<file path="config.mk">
export PLATFORM = sky130hd
export DESIGN_NAME = sim_vga_timing_ctrl
export DESIGN_NICKNAME = d
export VERILOG_FILES = /design/src/rtl/sim_vga_timing_ctrl.sv
export SDC_FILE = /design/constraint.sdc
export NUM_CORES = 1
export LEC_CHECK = 0
export BUFFER_PORTS_ARGS = -buffer_cell sky130_fd_sc_hd__buf_2
export CORE_UTILIZATION = 31
export CTS_BUF_LIST = sky130_fd_sc_hd__clkbuf_4
export DETAILED_ROUTE_END_ITERATION = 10
export PLACE_DENSITY = 0.61
export SYNTH_ARGS = -nofsm -noshare
export SYNTH_HDL_FRONTEND = slang
export SYNTH_SLANG_ARGS = --single-unit
export TNS_END_PERCENT = 20
</file>
<file path="constraint.sdc">
create_clock -name clk_i -period 2.1 [get_ports clk_i]
set_input_delay 0.315 -clock clk_i [delete_from_list [all_inputs] [get_ports clk_i]]
set_output_delay 0.315 -clock clk_i [all_outputs]
set_load 0.01 [all_outputs]
</file>
<file path="src/rtl/sim_vga_timing_ctrl.sv">
// VGA timing controller and pixel scheduler for the simulated VGA path.
// Ports: clk_i/rst_in (sync active-low), en_i, pix_valid_i/pix_rgb_i/pix_ready_o
//        upstream handshake, x_o/y_o/de_o/line_start_o/frame_start_o timing,
//        r_o/g_o/b_o/hs_o/vs_o to simio_vga, underflow_o/clr_underflow_i sticky flag.
module sim_vga_timing_ctrl #(
    parameter int H_ACTIVE = 640,
    parameter int H_FP     = 16,
    parameter int H_SYNC   = 96,
    parameter int H_BP     = 48,
    parameter int V_ACTIVE = 480,
    parameter int V_FP     = 10,
    parameter int V_SYNC   = 2,
    parameter int V_BP     = 33,
    parameter bit HS_POL   = 1'b0,
    parameter bit VS_POL   = 1'b0,
    parameter int CW       = 10
) (
    input  logic          clk_i,
    input  logic          rst_in,
    input  logic          en_i,
    input  logic          pix_valid_i,
    input  logic [5:0]    pix_rgb_i,
    output logic          pix_ready_o,
    output logic [CW-1:0] x_o,
    output logic [CW-1:0] y_o,
    output logic          de_o,
    output logic          line_start_o,
    output logic          frame_start_o,
    output logic [1:0]    r_o,
    output logic [1:0]    g_o,
    output logic [1:0]    b_o,
    output logic          hs_o,
    output logic          vs_o,
    output logic          underflow_o,
    input  logic          clr_underflow_i
);

    localparam int H_TOTAL = H_ACTIVE + H_FP + H_SYNC + H_BP;
    localparam int V_TOTAL = V_ACTIVE + V_FP + V_SYNC + V_BP;

    localparam logic [CW-1:0] H_ACT  = CW'(H_ACTIVE);
    localparam logic [CW-1:0] H_SS   = CW'(H_ACTIVE + H_FP);
    localparam logic [CW-1:0] H_SE   = CW'(H_ACTIVE + H_FP + H_SYNC);
    localparam logic [CW-1:0] H_LAST = CW'(H_TOTAL - 1);
    localparam logic [CW-1:0] V_ACT  = CW'(V_ACTIVE);
    localparam logic [CW-1:0] V_SS   = CW'(V_ACTIVE + V_FP);
    localparam logic [CW-1:0] V_SE   = CW'(V_ACTIVE + V_FP + V_SYNC);
    localparam logic [CW-1:0] V_LAST = CW'(V_TOTAL - 1);

    logic [CW-1:0] h_cnt;
    logic [CW-1:0] v_cnt;
    logic [5:0]    rgb_q;
    logic          h_wrap;
    logic          v_wrap;
    logic          de;
    logic          xfer;
    logic          miss;
    logic          h_sync;
    logic          v_sync;

    always_comb begin
        h_wrap = (h_cnt == H_LAST);
        v_wrap = (v_cnt == V_LAST);
        de     = en_i && (h_cnt < H_ACT) && (v_cnt < V_ACT);
        xfer   = de && pix_valid_i;
        miss   = de && !pix_valid_i;
        h_sync = (h_cnt >= H_SS) && (h_cnt < H_SE);
        v_sync = (v_cnt >= V_SS) && (v_cnt < V_SE);
    end

    assign de_o          = de;
    assign pix_ready_o   = de;
    assign x_o           = h_cnt;
    assign y_o           = v_cnt;
    assign line_start_o  = en_i && (h_cnt == '0) && (v_cnt < V_ACT);
    assign frame_start_o = en_i && (h_cnt == '0) && (v_cnt == '0);
    assign r_o           = rgb_q[5:4];
    assign g_o           = rgb_q[3:2];
    assign b_o           = rgb_q[1:0];

    always_ff @(posedge clk_i) begin
        if (!rst_in) begin
            h_cnt       <= '0;
            v_cnt       <= '0;
            rgb_q       <= '0;
            hs_o        <= ~HS_POL;
            vs_o        <= ~VS_POL;
            underflow_o <= 1'b0;
        end else begin
            if (!en_i) begin
                // Disabled: park at frame origin so re-enable starts a frame.
                h_cnt <= '0;
                v_cnt <= '0;
                rgb_q <= '0;
                hs_o  <= ~HS_POL;
                vs_o  <= ~VS_POL;
            end else begin
                h_cnt <= h_wrap ? '0 : h_cnt + 1'b1;
                if (h_wrap) begin
                    v_cnt <= v_wrap ? '0 : v_cnt + 1'b1;
                end
                // A missed slot is emitted black and never retried.
                rgb_q <= xfer ? pix_rgb_i : '0;
                hs_o  <= h_sync ? HS_POL : ~HS_POL;
                vs_o  <= v_sync ? VS_POL : ~VS_POL;
            end
            // Set has priority over clear.
            if (miss) begin
                underflow_o <= 1'b1;
            end else if (clr_underflow_i) begin
                underflow_o <= 1'b0;
            end
        end
    end

endmodule

</file>
==> impl_metrics.py <==
metrics = {
    "synthesis": {
        "synth.yosys.seq_area_share": 0.413,
        "synthesis.nets": 173,
        "syn_area_per_cell_um2": 8.96,
        "syn_area_mm2": 0.00141,
        "synth.distinct_cells": 33,
        "synth-seq-cells": 29,
        "postSynthCellCount": 157,
        "yosys_warnings": 0,
    },
    "sta": {
        "grt_setup_unrepaired": "false",
        "hold_ws_ps": 130,
        "skew_ps": 9.64,
        "hold_viol": 0,
        "max_freq_ghz": 0.502,
        "finalCritPeriodShare": 0.948,
        "worstMarginPinSlew_ps": 474,
        "setup_tns_ps": 0,
        "slew_viol_final": 0,
        "fin_crit_ps": 1990,
        "final-setup-viol-count": 0,
        "max-slew-margin-rel": 0.681,
        "setup_ws_ps": 109,
    },
    "cts": {
        "cts_tree": "done",
        "cts_made_buffers": 5,
        "cts.sinks": 29,
        "clkLatencyLatePin_ps": 350,
        "clock-root-buffer": "clkbuf_4",
        "post_cts_buffers": 0,
        "clkTransAtPathRegs_ps": 100,
        "clockBufferDepth": 2,
        "cts_max_level": 2,
    },
    "min_path": {
        "hp-start": "clr_underflow_i",
        "holdPathEnd": "underflow_o$_SDFFE_PN0P_",
        "whs_path_depth": 2,
        "hold_class": "in2reg",
    },
    "global_route": {
        "grt_antenna_before_repair": 0,
        "grt_use_total": 0.144,
        "grt_pass1_vias": 1152,
        "grt_first_pass_wirelength_um": 5390,
        "grt_overflow_total": 0,
        "grt_max_degree": 11,
    },
    "setup_path": {
        "r2r_cells": 5,
        "start_kind": "register",
        "critPathArrivalTime_ps": 1680,
        "rr_startpoint": "x_o[0]$_SDFF_PP0_",
        "worst-setup-path-type": "reg2out",
        "worstReg2RegEnd": "y_o[6]$_SDFFE_PN0N_",
        "end_kind": "output port",
        "cp.required_ps": 1780,
        "rrSetupSlack_ps": 240,
        "crit_fanout": 10,
        "cp-startpoint": "x_o[5]$_SDFF_PP0_",
    },
    "pwr": {
        "ir_worst_vdd_v": 0.000223,
        "total_leakage_power_nw": 0.727,
        "power_density_mw_per_mm2": 561,
    },
    "final_layout": {
        "area_growth_pct": 20.6,
        "multi_input_area_um2": 766,
        "antenna_cells": 0,
        "post-route-util": 0.390,
        "nets": 214,
        "seq_area_um2": 581,
        "final_cells": 251,
        "fillers": 463,
        "drive_above_1_share": 0.281,
    },
    "floorplan": {
        "start_util": 0.323,
        "core_mm2": 0.00435,
        "ios": 44,
        "die_h_um": 69.4,
        "dieArea_mm2": 0.00481,
        "die_x_um": 69.4,
        "rows": 24,
    },
    "route": {
        "wl_per_cell_um": 12.9,
        "viasPerCell": 4.88,
        "drt_wl_total_um": 3230,
        "drt_iter0_drc": 47,
        "dr_total_vias": 1224,
        "drc": 0,
        "drtAntennaViolNets": 0,
        "drt_first_pass_iters": 4,
    },
    "placement": {
        "pre_cts_ws_ps": 248,
        "port-buffer-count": 43,
        "place_hpwl_um": 2450,
        "dp.cells": 243,
        "gp_congestion": 0.817,
    },
    "status": {
        "status": "complete, no violations",
    },
    "flow_run": {
        "max_cap_viol_count": 0,
    },
}
## where the power goes
part	switching [mW]	total (mW)	leakage, nW	internal, mW
Sequential	0.00368	0.559	0.235	0.556
Clock	0.215	0.340	0.0310	0.126
Combinational	0.0278	0.0522	0.462	0.0243
## cells by family (layout without fill, tap and decap cells)
logic type / Yosys count / after routing / synth area share
AND/OR/NAND/NOR: 84 / 84 / 0.343
flip-flops: 29 / 29 / 0.413
XOR/XNOR: 14 / 14 / 0.0872
buffers and inverters: 13 / 55 / 0.0471
AO/OA/AOI/OAI: 10 / 10 / 0.0507
adder cells (fa/ha/maj): 5 / 5 / 0.0445
multiplexers: 2 / 2 / 0.0142
## cell type report
class                           count  area share
Tap cell                           52      0.0383
Inverter                            4     0.00885
Clock buffer                        5      0.0221
Timing Repair Buffer               43       0.127
Clock inverter                      3      0.0103
Multi-Input combinational cell    115       0.451
Sequential cell                    29       0.342
## critical path, stage by stage, from the launching register on
cell	delay, ps
dfxtp_1	420
nor2_1	350
nand3_1	200
nor3_1	210
buf_2	150
## per-layer routing
| layer | GRT usage | share of wire |
|---|---|---|
| met1 | 0.181 | 0.48 |
| met2 | 0.218 | 0.45 |
| met3 | 0.0494 | 0.053 |
| met4 | 0.0703 | 0.018 |
| met5 | 0 | 0 |
## worst max-delay path by stage
stage                                     end  cells after the start
after CTS                       frame_start_o                      4
after global placement    y_o[6]$_SDFFE_PN0N_                      5
after floorplan           y_o[0]$_SDFFE_PN0N_                      6
after global routing            frame_start_o                      6
final                           frame_start_o                      4
after detailed placement  y_o[6]$_SDFFE_PN0N_                      5
## flip-flops by register name, summed over array words and instances, names as in the netlist
signal / flops
hs_o: 1
rgb_q: 6
underflow_o: 1
vs_o: 1
x_o: 10
y_o: 10
## layout by cell type (no fill, tap or decap), types with 5 or more instances in the layout
| master | netlist | routed |
|---|---|---|
| ha_1 | 5 | 5 |
| and2_1 | 7 | 7 |
| nand3_1 | 10 | 10 |
| and3_1 | 5 | 5 |
| xor2_1 | 7 | 7 |
| buf_2 | 5 | 43 |
| nand4_1 | 5 | 5 |
| nor2_1 | 20 | 20 |
| xnor2_1 | 7 | 7 |
| nor3_1 | 5 | 5 |
| nand2_1 | 9 | 9 |
| dfxtp_1 | 29 | 29 |
| clkbuf_4 | 0 | 5 |
## timing repair
action,CTS,global route
resized for setup,0,1
endpoints found under the hold margin,0,0
hold buffers,0,0
setup endpoints to repair,0,2
## cell usage after synthesis
cell | instances | share of area
or3_1 | 3 | 0.013
nor3_1 | 5 | 0.018
nand2_1 | 9 | 0.024
and3b_2 | 1 | 0.0071
o22ai_1 | 1 | 0.0045
nor4_1 | 4 | 0.018
nand4b_1 | 1 | 0.0062
and3_1 | 5 | 0.022
nand4_2 | 1 | 0.0089
nor3b_1 | 1 | 0.0053
and4_1 | 4 | 0.025
o2111ai_1 | 1 | 0.0062
xor2_1 | 7 | 0.044
nand4_1 | 5 | 0.022
o31ai_4 | 1 | 0.015
dfxtp_1 | 29 | 0.41
inv_1 | 4 | 0.011
ha_1 | 5 | 0.044
buf_4 | 3 | 0.016
nor4b_1 | 3 | 0.019
a21oi_1 | 4 | 0.014
o21ai_0 | 3 | 0.011
nand3_4 | 1 | 0.012
mux2i_1 | 2 | 0.014
nor2_1 | 20 | 0.053
and2_1 | 7 | 0.031
clkbuf_1 | 1 | 0.0027
buf_2 | 5 | 0.018
xnor2_1 | 7 | 0.044
nand3b_1 | 2 | 0.011
nor4bb_1 | 1 | 0.0071
nand3_1 | 10 | 0.036
or2_1 | 1 | 0.0045
## per-stage QoR
step / instance area [µm²] / total power, mW
6_report: 1700 / 0.952
4_1_cts: 1690 / 0.961
5_1_grt: 1700 / 1.00
3_3_place_gp: 1640 / 0.624
3_5_place_dp: 1640 / 0.625
2_1_floorplan: 1410 / 0.600
Note: power is estimated with default switching activity, not from simulation.
